**src/rtl/lcd_hd44780_ctrl.sv**
```systemverilog
`default_nettype none
// ============================================================================
//  Module   : lcd_hd44780_ctrl
//  Purpose  : Write-only HD44780 character-LCD controller. Runs the power-on
//             init sequence on its own, then accepts bytes over a
//             valid/ready handshake and strobes them onto the LCD bus with
//             setup, enable-high, hold and execution-wait timing.
//  Revision : 1.0 - initial release
// ============================================================================
module lcd_hd44780_ctrl #(
   parameter int T_POWERUP   = 750000,
   parameter int T_SETUP     = 2,
   parameter int T_EN_HIGH   = 25,
   parameter int T_HOLD      = 2,
   parameter int T_EXEC      = 2000,
   parameter int T_EXEC_LONG = 82000
) (
   input  logic       clk,
   input  logic       reset_n,
   input  logic       cmd_valid,
   input  logic       cmd_rs,
   input  logic [7:0] cmd_data,
   output logic       cmd_ready,
   output logic       init_done,
   output logic       busy,
   output logic       lcd_rs,
   output logic       lcd_rw,
   output logic [7:0] lcd_data,
   output logic       lcd_en
);

   // A timing value of 0 still has to last one cycle.
   localparam int c_PU = (T_POWERUP   < 1) ? 1 : T_POWERUP;
   localparam int c_SU = (T_SETUP     < 1) ? 1 : T_SETUP;
   localparam int c_EN = (T_EN_HIGH   < 1) ? 1 : T_EN_HIGH;
   localparam int c_HO = (T_HOLD      < 1) ? 1 : T_HOLD;
   localparam int c_EX = (T_EXEC      < 1) ? 1 : T_EXEC;
   localparam int c_EL = (T_EXEC_LONG < 1) ? 1 : T_EXEC_LONG;

   // Widest interval decides the width of the shared counter.
   localparam int c_MAX_A = (c_PU    > c_SU) ? c_PU    : c_SU;
   localparam int c_MAX_B = (c_MAX_A > c_EN) ? c_MAX_A : c_EN;
   localparam int c_MAX_C = (c_MAX_B > c_HO) ? c_MAX_B : c_HO;
   localparam int c_MAX_D = (c_MAX_C > c_EX) ? c_MAX_C : c_EX;
   localparam int c_MAX   = (c_MAX_D > c_EL) ? c_MAX_D : c_EL;
   localparam int c_CW    = $clog2(c_MAX) + 1;

   // Each load is the interval minus one so a state lasts exactly its interval.
   localparam logic [c_CW-1:0] c_PU_LAST = c_CW'(c_PU - 1);
   localparam logic [c_CW-1:0] c_SU_LOAD = c_CW'(c_SU - 1);
   localparam logic [c_CW-1:0] c_EN_LOAD = c_CW'(c_EN - 1);
   localparam logic [c_CW-1:0] c_HO_LOAD = c_CW'(c_HO - 1);
   localparam logic [c_CW-1:0] c_EX_LOAD = c_CW'(c_EX - 1);
   localparam logic [c_CW-1:0] c_EL_LOAD = c_CW'(c_EL - 1);
   localparam logic [c_CW-1:0] c_CNT_ONE = c_CW'(1);
   localparam logic [2:0]      c_INIT_END = 3'd7;

   typedef enum logic [2:0] {
      S_POWERUP   = 3'd0,
      S_INIT_LOAD = 3'd1,
      S_SETUP     = 3'd2,
      S_PULSE     = 3'd3,
      S_HOLD      = 3'd4,
      S_WAIT      = 3'd5,
      S_IDLE      = 3'd6
   } state_t;

   state_t            r_state;
   state_t            w_next;
   logic [c_CW-1:0]   r_cnt;
   logic [c_CW-1:0]   w_cnt_next;
   logic [2:0]        r_init_idx;     // next init entry to issue; 7 = all issued
   logic              r_in_init;
   logic              r_long;         // current byte needs the long execution wait
   logic              r_lcd_rs;
   logic [7:0]        r_lcd_data;
   logic              r_lcd_en;
   logic              r_cmd_ready;
   logic              r_busy;
   logic              r_init_done;
   logic              w_load_init;
   logic              w_accept;
   logic              w_finish_init;
   logic [7:0]        w_init_byte;

   // Power-on init table indexed by the entry counter.
   always_comb begin
      w_init_byte = 8'h0C;
      case (r_init_idx)
         3'd0, 3'd1, 3'd2: w_init_byte = 8'h38;   // 8-bit bus, 2 lines, 5x8 font
         3'd3:             w_init_byte = 8'h08;   // display off
         3'd4:             w_init_byte = 8'h01;   // clear
         3'd5:             w_init_byte = 8'h06;   // entry mode: increment, no shift
         default:          w_init_byte = 8'h0C;   // display on, cursor off
      endcase
   end

   // Next-state, counter reload and byte-load decisions.
   // Init entries are loaded on the transition into SETUP, so an init entry
   // costs the same SETUP+PULSE+HOLD+WAIT budget as a host byte; S_INIT_LOAD
   // is only entered if the state register is ever disturbed.
   always_comb begin
      w_next        = r_state;
      w_cnt_next    = r_cnt;
      w_load_init   = 1'b0;
      w_accept      = 1'b0;
      w_finish_init = 1'b0;
      case (r_state)
         S_POWERUP: begin
            // Elapsed-time count starting from the reset cycle.
            if (r_cnt == c_PU_LAST) begin
               w_next      = S_SETUP;
               w_cnt_next  = c_SU_LOAD;
               w_load_init = 1'b1;
            end else begin
               w_cnt_next = r_cnt + c_CNT_ONE;
            end
         end
         S_INIT_LOAD: begin
            w_next      = S_SETUP;
            w_cnt_next  = c_SU_LOAD;
            w_load_init = 1'b1;
         end
         S_SETUP: begin
            if (r_cnt == '0) begin
               w_next     = S_PULSE;
               w_cnt_next = c_EN_LOAD;
            end else begin
               w_cnt_next = r_cnt - c_CNT_ONE;
            end
         end
         S_PULSE: begin
            if (r_cnt == '0) begin
               w_next     = S_HOLD;
               w_cnt_next = c_HO_LOAD;
            end else begin
               w_cnt_next = r_cnt - c_CNT_ONE;
            end
         end
         S_HOLD: begin
            if (r_cnt == '0) begin
               w_next     = S_WAIT;
               w_cnt_next = r_long ? c_EL_LOAD : c_EX_LOAD;
            end else begin
               w_cnt_next = r_cnt - c_CNT_ONE;
            end
         end
         S_WAIT: begin
            if (r_cnt == '0) begin
               if (r_in_init && (r_init_idx != c_INIT_END)) begin
                  w_next      = S_SETUP;
                  w_cnt_next  = c_SU_LOAD;
                  w_load_init = 1'b1;
               end else begin
                  w_next        = S_IDLE;
                  w_cnt_next    = '0;
                  w_finish_init = r_in_init;
               end
            end else begin
               w_cnt_next = r_cnt - c_CNT_ONE;
            end
         end
         S_IDLE: begin
            if (cmd_valid && r_cmd_ready) begin
               w_next     = S_SETUP;
               w_cnt_next = c_SU_LOAD;
               w_accept   = 1'b1;
            end
         end
         default: begin
            w_next     = S_POWERUP;
            w_cnt_next = '0;
         end
      endcase
   end

   // State and shared counter registers.
   always_ff @(posedge clk or negedge reset_n) begin
      if (!reset_n) begin
         r_state <= S_POWERUP;
         r_cnt   <= '0;
      end else begin
         r_state <= w_next;
         r_cnt   <= w_cnt_next;
      end
   end

   // Latch the byte to send (init entry or accepted host byte) and its wait class.
   always_ff @(posedge clk or negedge reset_n) begin
      if (!reset_n) begin
         r_lcd_rs   <= 1'b0;
         r_lcd_data <= 8'h00;
         r_long     <= 1'b0;
         r_init_idx <= 3'd0;
      end else if (w_load_init) begin
         r_lcd_rs   <= 1'b0;
         r_lcd_data <= w_init_byte;
         r_long     <= 1'b1;
         r_init_idx <= r_init_idx + 3'd1;
      end else if (w_accept) begin
         r_lcd_rs   <= cmd_rs;
         r_lcd_data <= cmd_data;
         // Clear (0x01) and home (0x02/0x03) are the slow instructions.
         r_long     <= (!cmd_rs) && (cmd_data[7:2] == 6'd0);
      end
   end

   // Init-progress flag and the sticky completion flag.
   always_ff @(posedge clk or negedge reset_n) begin
      if (!reset_n) begin
         r_in_init   <= 1'b1;
         r_init_done <= 1'b0;
      end else if (w_finish_init) begin
         r_in_init   <= 1'b0;
         r_init_done <= 1'b1;
      end
   end

   // Registered strobes and status decoded from the upcoming state.
   always_ff @(posedge clk or negedge reset_n) begin
      if (!reset_n) begin
         r_lcd_en    <= 1'b0;
         r_cmd_ready <= 1'b0;
         r_busy      <= 1'b1;
      end else begin
         r_lcd_en    <= (w_next == S_PULSE);
         r_cmd_ready <= (w_next == S_IDLE);
         r_busy      <= (w_next != S_IDLE);
      end
   end

   assign cmd_ready = r_cmd_ready;
   assign init_done = r_init_done;
   assign busy      = r_busy;
   assign lcd_rs    = r_lcd_rs;
   assign lcd_rw    = 1'b0;
   assign lcd_data  = r_lcd_data;
   assign lcd_en    = r_lcd_en;

endmodule
`default_nettype wire
```
**config.mk**
```make
export PLATFORM = sky130hd
export DESIGN_NAME = lcd_hd44780_ctrl
export DESIGN_NICKNAME = d
export VERILOG_FILES = /design/src/rtl/lcd_hd44780_ctrl.sv
export SDC_FILE = /design/constraint.sdc
export NUM_CORES = 1
export LEC_CHECK = 0
export ABC_AREA = 1
export CAP_MARGIN = 10
export CORE_UTILIZATION = 50
export DETAILED_ROUTE_END_ITERATION = 16
export DONT_BUFFER_PORTS = 1
export SLEW_MARGIN = 0
export SYNTH_ARGS = -nofsm -noshare
export SYNTH_HDL_FRONTEND = slang
export SYNTH_SLANG_ARGS = --single-unit
```
**constraint.sdc**
```tcl
create_clock -name clk -period 2.3 [get_ports clk]
set_input_delay 0.46 -clock clk [delete_from_list [all_inputs] [get_ports clk]]
set_output_delay 0.46 -clock clk [all_outputs]
set_load 0.02 [all_outputs]
```
## After elaboration in Yosys (flattened, before gate mapping)

Cells that the tools add are included.

- Add/sub/neg operators: 3
- Equal/unequal tests: 17
- Muxes and demuxes: 33
- Reductions and logical operators: 10

Operators with widths:

| kind | number |
|---|---|
| 21-bit case mux with 7 select lines | 1 |
| 21-bit two-way mux | 6 |
| 6-bit case mux with 4 select lines | 1 |
| 21-bit by 1-bit adder with 21-bit output, second input constant | 1 |
| 21-bit by 20-bit == test with 1-bit output, second input constant | 1 |
| 21-bit logical NOT | 1 |
| 3-bit two-way mux | 7 |
| 3-bit case mux with 7 select lines | 1 |
| 21-bit by 1-bit subtractor with 21-bit output, second input constant | 1 |
| 3-bit == test, second input constant | 6 |
| 17-bit two-way mux | 1 |
| 8-bit two-way mux | 2 |
| 3-bit by 2-bit == test with 1-bit output, second input constant | 5 |
| 1-bit two-way mux | 13 |
| 3-bit by 1-bit == test with 1-bit output, second input constant | 2 |
| 3-bit logical NOT | 2 |
| 6-bit logical NOT | 1 |
| 3-bit != test, second input constant | 2 |
| 3-bit by 1-bit adder with 3-bit output, second input constant | 1 |
| 1-bit logical AND | 3 |
| 1-bit case mux with 3 select lines | 1 |
| 3-bit OR reduction | 1 |
| 2-bit != test, second input constant | 1 |
| 2-bit nonzero test | 1 |
| 1-bit logical NOT | 1 |

- Bits in registers: 42
- Output and inout bits: 14
- Logic and storage cells: 74

## Logic depth before layout (Yosys ltp)

Gate-level depths: netlist of the first run.

- Word-level depth: 6
- Depth in mapped cells: 13
- Depth with buffers taken out: 13

## Worst setup path before layout of the first run

No wires, ideal clock.

- Path type: reg-to-reg
- From: reg r_cnt[0]
- To: reg r_cnt[10]
- Library setup time: 138 ps
- Data arrival time: 1633 ps
- Required time: 2162 ps
- Slack: 529 ps
- Cell stages (with the launch flop): 11
- Clock period less this slack: 1771 ps
- Cells stage by stage: dfrtp_1 -> inv_1 -> ha_1 -> nand2_4 -> nor2_2 -> nand3_2 -> nand2_2 -> inv_2 -> buf_6 -> nand2_1 -> o2111ai_1

- Word-level cells in the longest chain between the ends: 3

RTL lines:

| what | RTL line | RTL |
|---|---|---|
| start, declared | 70 | `logic [c_CW-1:0] r_cnt;` |
| start signal, assigned | 184 | `r_cnt <= w_cnt_next;` |
| 21-bit by 1-bit subtractor with 21-bit output, or another cell as far along | n/a |  |
| 21-bit two-way mux (on tied branches) | n/a |  |
| 21-bit case mux with 7 select lines * | 108 | `case (r_state)` |

Every way passes the cells marked *; elsewhere a longest branch is shown, timed or not.
A chain may end at the register's enable or synchronous reset.

## Worst setup path in the final report of the first run

- From: reg r_cnt[1]
- To: reg r_cnt[4]

The elaborated chain is that of the path after synthesis.

==> impl_metrics.env, run 1 <==
export IMPL_ctsRootBufferMaster="sky130_fd_sc_hd__clkbuf_8"
export IMPL_synth_flop_cell="sky130_fd_sc_hd__dfrtp_1"
export IMPL_grt_first_pass_wirelength_um=14000
export IMPL_cts_tree="built"
export IMPL_dr_pass1_iters=5
export IMPL_netlist_area_mm2=0.00329
export IMPL_cts_buffers_inserted=5
export IMPL_num_antenna_cells=0
export IMPL_ys_seq_elements=42
export IMPL_drt_first_iter_violations=249
export IMPL_synth_top_cells_by_count="114 x sky130_fd_sc_hd__nand2_1, 49 x sky130_fd_sc_hd__nand3_1, 47 x sky130_fd_sc_hd__nor2_1"
export IMPL_power_share_clock_pct=48.8
export IMPL_fraction_of_layout_cells_with_a_size_suffix_above_1_pct=15.8
export IMPL_nNetsFinal=476
export IMPL_worstSetupStartpointType="flop"
export IMPL_die_w_um=83.1
export IMPL_area_delta_synth_final_pct=6.51
export IMPL_pin_count_of_the_biggest_net_entering_global_routing=43
export IMPL_route_detailed_vias_per_inst=5.42
export IMPL_start_util_pct=51.8
export IMPL_synthesis_nets=474
export IMPL_cts_resized=0
export IMPL_cts_sinks=42
export IMPL_core_rowCount=29
export IMPL_critPathRequiredTime_ns=2.46
export IMPL_fin_worst_skew_ns=0.0107
export IMPL_drc_errors=0
export IMPL_routed_wl_um=8190
export IMPL_cp_cell_sequence="inv_1, ha_1, nand2_4, nor2_2, nand3_2, nand2_2, inv_2, o21ai_0, o221ai_1"
export IMPL_cpPeakStageDelay_ns=0.40
export IMPL_post_route_cell_area_mm2=0.00350
export IMPL_ys_async_sr_fraction_pct=100
export IMPL_grtUsageTotal_pct=25.3
export IMPL_chipHeight_um=83.1
export IMPL_postPlaceCellArea_mm2=0.00333
export IMPL_path_max_fanout=13
export IMPL_max_freq_mhz=473
export IMPL_place_detailed_hpwl_um=6100
export IMPL_cpMaxStageDelayCell="sky130_fd_sc_hd__dfrtp_1"
export IMPL_synthXorXnorAreaFrac_pct=5.82
export IMPL_internal_power_mw=1.18
export IMPL_timing_final_crit_share_pct=91.9
export IMPL_path_clk_slew_ns=0.09
export IMPL_ctsLongestPathBuffers=2
export IMPL_number_of_flops_mapped_to_enable_cells_by_yosys=0
export IMPL_portBuffers=0
export IMPL_timing_critical_path_max_delay_family="simple AND/OR/NAND/NOR gates"
export IMPL_timing_final_crit_period_ns=2.11
export IMPL_grt_ovfl_total=0
export IMPL_worstHoldPathType="in2reg"
export IMPL_design_core_area_mm2=0.00635
export IMPL_postSynthCellCount=454
export IMPL_synthesis_yosys_warnings=0
export IMPL_finalSetupTns_ns=0
export IMPL_synth_top_cell_area_share_pct=30.5
export IMPL_floorplan_die_area_mm2=0.00690
export IMPL_comb_power_share_pct=1.6
export IMPL_hold_violations=0
export IMPL_first_global_vias=2847
export IMPL_critPathKind="reg2reg"
export IMPL_synth_simple_gate_area_share_pct=40.6
export IMPL_yosys_cell_types_count=43
export IMPL_synth_most_common_cell="sky130_fd_sc_hd__nand2_1"
export IMPL_synth_seq_area_share_pct=32.1
export IMPL_cts_setup_buffers=0
export IMPL_max_cap_viol_count=0
export IMPL_worst_skew_pair_late_latency_ns=0.30
export IMPL_grt_setup_unrepaired="false"
export IMPL_worst_endpoint_arrival_ns=2.27
export IMPL_routedWlPerCell_um=15.3
export IMPL_outcome="finished, final reports clean"
export IMPL_adder_cell_fraction_of_synth_area_pct=3.05
export IMPL_max_vdd_ir_drop_mv=0.313
export IMPL_syn_mean_instance_area_um2=7.24
export IMPL_total_switching_power_mw=0.310
export IMPL_setup_viol=0
export IMPL_worstSetupEndpointType="flop"
export IMPL_static_leakage_power_nw=1.68
export IMPL_cts_hold_fix_buffers=2
export IMPL_number_of_antenna_violations_at_the_first_check_in_global_routing=0
export IMPL_number_of_ports_placed_on_the_die_boundary=26
export IMPL_route_antenna_remaining_nets=0
export IMPL_synth_top_cells_by_area="sky130_fd_sc_hd__dfrtp_1 30%, sky130_fd_sc_hd__nand2_1 13%, sky130_fd_sc_hd__nand3_1 7.5%"
export IMPL_synth_compound_gate_area_share_pct=8.64
export IMPL_place_congestion=0.883
export IMPL_power_density_mw_per_mm2=426
export IMPL_worst_slack_placed_ns=0.245
export IMPL_htree_num_levels=2
export IMPL_dr_total_vias=2894
export IMPL_seq_power_share_pct=49.5
export IMPL_switching_share_pct=20.8
export IMPL_maxSlewViolCount=0
export IMPL_muxShareOfSynthArea_pct=0
export IMPL_fin_ws_ns=0.187
export IMPL_synth_top_family_by_area="simple AND/OR/NAND/NOR gates"
export IMPL_yosys_area_top_type="sky130_fd_sc_hd__dfrtp_1"
export IMPL_cp_buffers_inverters=2
[layer usage]
| layer | track usage (%) | wire length, um | vias up |
|---|---|---|---|
| met5 | 0 | 0 | - |
| met4 | 7.05 | 166 | 0 |
| met3 | 4.37 | 417 | 14 |
| met2 | 40.7 | 3740 | 87 |
| met1 | 34.9 | 3870 | 1319 |
| li1 | - | - | 1474 |
[flip-flops by register name, summed over array words and instances, names as in the netlist]
name and flops:
cmd_ready 1, init_done 1, lcd_rs 1, busy 1, r_init_idx 3, r_state 3
lcd_en 1, lcd_data 8, r_in_init 1, r_long 1, r_cnt 21
[power groups by stage]
stage	sequential, mW	clock [mW]	combinational, mW
6_report	0.738	0.728	0.0246
5_1_grt	0.738	0.766	0.0283
4_1_cts	0.738	0.741	0.0257
3_5_place_dp	0.753	0	0.00242
3_3_place_gp	0.753	0	0.00241
2_1_floorplan	0.753	0	0.00343
[cells in the final DEF (no fill, tap or decap), drive strengths merged, types with 2 or more instances in the layout]
cell,instances
nand3,53
a21oi,5
xor2,21
inv,56
o211ai,10
dfstp,2
o21ai,14
bufinv,2
nand4,9
a31oi,2
clkbuf,5
o221ai,2
ha,8
buf,7
clkinv,3
o2111ai,5
dfrtp,40
nor3,16
nor2,65
nand2,125
[final timing paths]
kind / start / endpoint / slack, ns / depth (start not counted)
setup / recovery: r_cnt[1] / r_cnt[4] / 0.19 / 9
hold / removal: cmd_data[6] / lcd_data[6] / 0.27 / 2
setup reg to reg: r_cnt[1] / r_cnt[4] / 0.19 / 9
hold reg to reg: r_in_init / r_in_init / 0.48 / 2
max in group asynchronous: reset_n / r_in_init / 1.34 / 2
min in group asynchronous: reset_n / r_cnt[6] / 0.69 / 2
[layout make-up]
cell class	count	area, um^2
fill	629	2850
multi-input combinational	341	1910
sequential	42	1050
inverter	58	218
tap	77	96.3
timing repair buffer	8	82.6
clock buffer	5	68.8
clock inverter	3	68.8
[worst register-to-register path: cells and delay by family (launching register included)]
family	cells	cell delay (ns)
and+or+nand+nor	4	0.63
buffers and inverters	2	0.33
adders and majority gates	1	0.27
DFF	1	0.40
AOI/OAI and AO/OA	2	0.36
[through the flow]
stage | utilization (%) | hold slack [ns] | power, mW | cells
6_report | 55.1 | 0.267 | 1.49 | 534
2_1_floorplan | - | 0.164 | 0.756 | 454
3_3_place_gp | 52.4 | 0.166 | 0.755 | 524
3_5_place_dp | 52.4 | 0.166 | 0.755 | 524
4_1_cts | 55.1 | 0.266 | 1.50 | 534
5_1_grt | 55.1 | 0.258 | 1.53 | 534
[cells by family (layout without fill, tap and decap cells)]
logic type | count (synthesis) | after routing
AO/OA/AOI/OAI | 40 | 40
XOR/XNOR | 21 | 21
adder cells (fa/ha/maj) | 8 | 8
buffers and inverters | 71 | 74
flip-flops | 42 | 42
other | 1 | 1
AND/OR/NAND/NOR | 271 | 271
(Power assumes the default switching activity.)
==> run 2, diff against run 1 <==
--- a/config.mk
+++ b/config.mk
@@ -7,10 +7,9 @@
 export LEC_CHECK = 0
 export ABC_AREA = 1
 export CAP_MARGIN = 10
-export CORE_UTILIZATION = 50
+export CORE_UTILIZATION = 29
 export DETAILED_ROUTE_END_ITERATION = 16
 export DONT_BUFFER_PORTS = 1
-export SLEW_MARGIN = 0
 export SYNTH_ARGS = -nofsm -noshare
 export SYNTH_HDL_FRONTEND = slang
 export SYNTH_SLANG_ARGS = --single-unit
==> run 2 against run 1 <==
  * Clock power increased by 0.7%
  * Hold slack got worse by 0.26 ns
  * Cell area increased by 1.6%
  * Sequential power about the same
  * Clock-buffer cell count unchanged
  * Setup slack improved by 0.047 ns
  * Register-to-register slack improved by 0.05 ns
  * Fmax increased by 2.3%
  * Sequential share of layout area decreased by 0.49 points
  * Clock skew decreased by 0.0023 ns
==> impl_metrics.env, run 2 (synthesized netlist as in run 1, its figures left out) <==
export IMPL_finalSetupTns_ns=0
export IMPL_design_core_area_mm2=0.0109
export IMPL_grt_ovfl_total=0
export IMPL_route_antenna_remaining_nets=0
export IMPL_dr_total_vias=2906
export IMPL_cpMaxStageDelayCell="sky130_fd_sc_hd__dfrtp_1"
export IMPL_grt_first_pass_wirelength_um=14200
export IMPL_first_global_vias=2906
export IMPL_cp_buffers_inverters=2
export IMPL_critPathRequiredTime_ns=2.45
export IMPL_dr_pass1_iters=5
export IMPL_outcome="finished, final reports clean"
export IMPL_number_of_antenna_violations_at_the_first_check_in_global_routing=1
export IMPL_worstHoldPathType="in2async"
export IMPL_num_antenna_cells=0
export IMPL_fin_ws_ns=0.234
export IMPL_fraction_of_layout_cells_with_a_size_suffix_above_1_pct=15.0
export IMPL_most_common_layout_cells="114 x sky130_fd_sc_hd__nand2_1, 49 x sky130_fd_sc_hd__nand3_1, 47 x sky130_fd_sc_hd__nor2_1"
export IMPL_path_clk_slew_ns=0.07
export IMPL_max_vdd_ir_drop_mv=0.255
export IMPL_max_ffs_per_register=21
export IMPL_cts_sinks=42
export IMPL_cts_setup_buffers=0
export IMPL_routedWlPerCell_um=14.2
export IMPL_grt_setup_unrepaired="false"
export IMPL_area_delta_synth_final_pct=8.26
export IMPL_fin_worst_skew_ns=0.00832
export IMPL_critPathKind="reg2reg"
export IMPL_postPlaceCellArea_mm2=0.00337
export IMPL_number_of_ports_placed_on_the_die_boundary=26
export IMPL_drc_errors=0
export IMPL_final_instance_count_excl_fill=593
export IMPL_chipHeight_um=108
export IMPL_start_util_pct=30.1
export IMPL_static_leakage_power_nw=1.66
export IMPL_cts_buffers_inserted=5
export IMPL_maxSlewViolCount=0
export IMPL_path_max_fanout=13
export IMPL_max_cap_viol_count=0
export IMPL_timing_final_crit_share_pct=89.8
export IMPL_nNetsFinal=472
export IMPL_grtUsageTotal_pct=15.2
export IMPL_cts_resized=0
export IMPL_registers_top_by_ff_count="r_cnt"
export IMPL_mostFrequentLayoutCell="sky130_fd_sc_hd__nand2_1"
export IMPL_setup_viol=0
export IMPL_htree_num_levels=2
export IMPL_floorplan_die_area_mm2=0.0118
export IMPL_place_inst=583
export IMPL_portBuffers=0
export IMPL_place_congestion=0.886
export IMPL_worst_endpoint_arrival_ns=2.22
export IMPL_hold_violations=0
export IMPL_ctsRootBufferMaster="sky130_fd_sc_hd__clkbuf_16"
export IMPL_hold_ws_ns=0.00365
export IMPL_timing_critical_path_max_delay_family="simple AND/OR/NAND/NOR gates"
export IMPL_die_w_um=108
export IMPL_worst_slack_placed_ns=0.248
export IMPL_route_detailed_vias_per_inst=4.90
export IMPL_fillCellCount=1203
export IMPL_timing_final_crit_period_ns=2.07
export IMPL_cts_tree="built"
export IMPL_ctsLongestPathBuffers=2
export IMPL_cp_cell_sequence="inv_1, ha_1, nand2_4, nor2_2, nand3_2, nand2_2, inv_2, o21ai_0, o221ai_1"
export IMPL_core_rowCount=38
export IMPL_pin_count_of_the_biggest_net_entering_global_routing=41
export IMPL_max_freq_mhz=484
export IMPL_worstSetupEndpointType="flop"
export IMPL_worstSetupStartpointType="flop"
export IMPL_routed_wl_um=8390
export IMPL_place_detailed_hpwl_um=6250
export IMPL_power_density_mw_per_mm2=420
export IMPL_cpPeakStageDelay_ns=0.43
export IMPL_post_route_cell_area_mm2=0.00356
export IMPL_worst_skew_pair_late_latency_ns=0.29
export IMPL_drt_first_iter_violations=171
## run 2: cell count changes in the layout (fill, tap and decap cells not counted)
cell                         previous run  this run
sky130_fd_sc_hd__clkbuf_8               5         0
sky130_fd_sc_hd__clkinv_2               0         1
sky130_fd_sc_hd__clkinvlp_4             0         1
sky130_fd_sc_hd__clkbuf_16              0         5
sky130_fd_sc_hd__bufinv_16              2         0
sky130_fd_sc_hd__buf_4                  6         2
## run 2: area by class of cell
type / count / area, um^2 / area share (%)
multi-input combinational: 341 / 1910 / 53.8
sequential: 42 / 1050 / 29.6
inverter: 58 / 218 / 6.12
tap: 140 / 175 / 4.92
clock buffer: 5 / 125 / 3.52
timing repair buffer: 4 / 52.6 / 1.48
clock inverter: 3 / 21.3 / 0.598
## run 2: worst paths after layout
check / cells after the start / from / end / slack [ns]
hold reg to reg: 2 / r_in_init / r_in_init / 0.47
min in group clk: 2 / cmd_rs / lcd_rs / 0.30
setup / recovery: 9 / r_cnt[0] / r_cnt[4] / 0.23
setup reg to reg: 9 / r_cnt[0] / r_cnt[4] / 0.23
max in group asynchronous: 1 / reset_n / r_in_init / 1.63
hold / removal: 1 / reset_n / r_cnt[19] / 0.004
## run 2: where the power goes
part           leakage [nW]  switching, mW  internal [mW]  total, mW
clock                0.0698          0.330          0.403      0.733
sequential            0.444              0          0.738      0.738
combinational          1.14         0.0166        0.00669     0.0233
## run 2: through the flow
stage | total power, mW | util, %
finish | 1.49 | 32.5
global route | 1.53 | 32.5
CTS | 1.50 | 32.4
detailed placement | 0.755 | 30.9
global placement | 0.755 | 30.9
floorplan | 0.756 | -
## run 2: what timing repair did
item | 4_1_cts | 5_1_grt
hold buffers | 1 | 1
endpoints found under the hold margin | 40 | 1
endpoints found under the setup margin | 0 | 0
## run 2: per-layer routing
layer  part of all wire [%]  GRT usage (%)  vias up
li1                       -              -     1459
met1                     47           20.8     1355
met2                     47           24.8       84
met3                    4.9           2.89        8
met4                   0.76           3.38        0
met5                      0              0        -
==> run 3, diff against run 2 <==
--- a/config.mk
+++ b/config.mk
@@ -7,9 +7,10 @@
 export LEC_CHECK = 0
 export ABC_AREA = 1
 export CAP_MARGIN = 10
-export CORE_UTILIZATION = 29
+export CORE_UTILIZATION = 60
 export DETAILED_ROUTE_END_ITERATION = 16
 export DONT_BUFFER_PORTS = 1
+export PLACE_DENSITY = 0.76
 export SYNTH_ARGS = -nofsm -noshare
 export SYNTH_HDL_FRONTEND = slang
 export SYNTH_SLANG_ARGS = --single-unit
==> constraint.sdc (replaced) <==
create_clock -name clk -period 2.35 [get_ports clk]
set_input_delay 0.47 -clock clk [delete_from_list [all_inputs] [get_ports clk]]
set_output_delay 0.47 -clock clk [all_outputs]
set_load 0.02 [all_outputs]
==> run 3 against run 2 <==
  * The run now ends with hold timing left
  * Hold slack lost 0.0068 ns
  * Fmax is 0.50% lower
  * Clock power fell by 20%
  * Cell area down 3.5%
  * Setup slack gained 0.040 ns
  * Via count up 3.0%
  * Critical path type unchanged
  * Largest cell class unchanged
  * Largest power group unchanged
==> impl_metrics.env, run 3 (synthesized netlist as in run 1, its figures left out) <==
export IMPL_cts_tree="built"
export IMPL_first_global_vias=2891
export IMPL_fin_worst_skew_ns=0.00646
export IMPL_critPathKind="reg2reg"
export IMPL_chipHeight_um=76.0
export IMPL_power_density_mw_per_mm2=387
export IMPL_design_core_area_mm2=0.00520
export IMPL_mostFrequentLayoutCell="sky130_fd_sc_hd__nand2_1"
export IMPL_outcome="complete, but fails checks"
export IMPL_cts_resized=0
export IMPL_ctsRootBufferMaster="sky130_fd_sc_hd__clkbuf_8"
export IMPL_hold_violations=2
export IMPL_routed_wl_um=7950
export IMPL_routedWlPerCell_um=15.2
export IMPL_static_leakage_power_nw=1.64
export IMPL_worstSetupStartpointType="flop"
export IMPL_start_util_pct=63.1
export IMPL_drc_errors=0
export IMPL_grt_ovfl_total=0
export IMPL_fraction_of_layout_cells_with_a_size_suffix_above_1_pct=15.0
export IMPL_place_detailed_hpwl_um=5930
export IMPL_floorplan_die_area_mm2=0.00578
export IMPL_p_total_mw=1.33
export IMPL_max_cap_viol_count=0
export IMPL_grt_first_pass_wirelength_um=13600
export IMPL_postPlaceCellArea_mm2=0.00329
export IMPL_failing_checks="hold timing"
export IMPL_path_clk_slew_ns=0.09
export IMPL_cts_sinks=42
export IMPL_grtUsageTotal_pct=29.5
export IMPL_num_antenna_cells=0
export IMPL_area_delta_synth_final_pct=4.49
export IMPL_die_w_um=76.0
export IMPL_worst_skew_pair_late_latency_ns=0.30
export IMPL_route_antenna_remaining_nets=0
export IMPL_core_rowCount=26
export IMPL_registers_top_by_ff_count="r_cnt"
export IMPL_hold_ws_ns=-0.00314
export IMPL_path_max_fanout=13
export IMPL_postLayoutCoreUtil_pct=66.0
export IMPL_place_congestion=0.947
export IMPL_max_freq_mhz=482
export IMPL_post_route_cell_area_mm2=0.00343
export IMPL_setup_viol=0
export IMPL_worstSetupEndpointType="flop"
export IMPL_maxSlewViolCount=0
export IMPL_finalSetupTns_ns=0
export IMPL_pin_count_of_the_biggest_net_entering_global_routing=41
export IMPL_most_common_layout_cells="114 x sky130_fd_sc_hd__nand2_1, 49 x sky130_fd_sc_hd__nand3_1, 47 x sky130_fd_sc_hd__nor2_1"
export IMPL_htree_num_levels=2
export IMPL_portBuffers=0
export IMPL_ctsLongestPathBuffers=2
export IMPL_timing_final_crit_share_pct=88.3
export IMPL_nNetsFinal=473
export IMPL_cts_buffers_inserted=5
export IMPL_number_of_ports_placed_on_the_die_boundary=26
export IMPL_number_of_antenna_violations_at_the_first_check_in_global_routing=0
export IMPL_worst_endpoint_arrival_ns=2.25
export IMPL_max_vdd_ir_drop_mv=0.294
export IMPL_fin_ws_ns=0.274
export IMPL_critPathRequiredTime_ns=2.52
export IMPL_worst_slack_placed_ns=0.284
export IMPL_grt_setup_unrepaired="false"
export IMPL_worstHoldPathType="in2async"
export IMPL_drt_first_iter_violations=232
export IMPL_timing_final_crit_period_ns=2.08
export IMPL_route_detailed_vias_per_inst=5.71
export IMPL_dr_total_vias=2992
export IMPL_dr_pass1_iters=5
export IMPL_max_ffs_per_register=21
==> run 3: worst max-delay path, cell delays in order, from the launching register on <==
cell and delay, ns:
sky130_fd_sc_hd__dfrtp_1 0.43, sky130_fd_sc_hd__inv_1 0.21, sky130_fd_sc_hd__ha_1 0.27, sky130_fd_sc_hd__nand2_4 0.11, sky130_fd_sc_hd__nor2_2 0.16, sky130_fd_sc_hd__nand3_2 0.18, sky130_fd_sc_hd__nand2_2 0.14, sky130_fd_sc_hd__inv_2 0.13
sky130_fd_sc_hd__o21ai_0 0.19, sky130_fd_sc_hd__o221ai_1 0.13
==> run 3: area by class of cell <==
cell class	instances	area [um^2]
timing repair buffer	5	52.6
fill	466	1770
inverter	58	218
clock buffer	6	72.6
tap	70	87.6
sequential	42	1050
clock inverter	2	37.5
multi-input combinational	341	1910
==> run 3: path summary, 6_finish.rpt <==
check | start | end | slack, ns | cells after the start
max in group asynchronous | reset_n | r_in_init | 1.67 | 1
worst min register to register | r_in_init | r_in_init | 0.47 | 2
worst max register to register | r_cnt[0] | r_cnt[4] | 0.27 | 9
worst max-delay path | r_cnt[0] | r_cnt[4] | 0.27 | 9
min in group clk | cmd_rs | lcd_rs | 0.29 | 2
worst min-delay path | reset_n | r_cnt[17] | -0.003 | 1
==> run 3: report_power, final <==
part / total, mW / internal, mW / switching [mW]
registers: 0.722 / 0.722 / 0
logic: 0.0213 / 0.00519 / 0.0161
clock network: 0.585 / 0.317 / 0.268
total: 1.33 / 1.04 / 0.284
==> run 3: layer usage <==
layer  wire (um)  vias up  share of wire, %  track usage (%)
met5           0        -                 0                0
met4         140        0               1.8             9.23
met3         456       11               5.7             4.79
met2        3790      116                48             49.5
met1        3560     1403                45             39.2
li1            -     1462                 -                -
==> run 3: metrics by stage <==
step | hold WS, ns | std cells
5_1_grt | 0.00357 | 524
3_3_place_gp | 0.176 | 514
2_1_floorplan | 0.174 | 454
3_5_place_dp | 0.176 | 514
4_1_cts | 0.00359 | 523
6_report | -0.00314 | 524
==> run 3: timing repair <==
item | CTS | global route
buffers inserted | 0 | 0
hold buffers | 1 | 1
hold endpoints to repair | 40 | 2
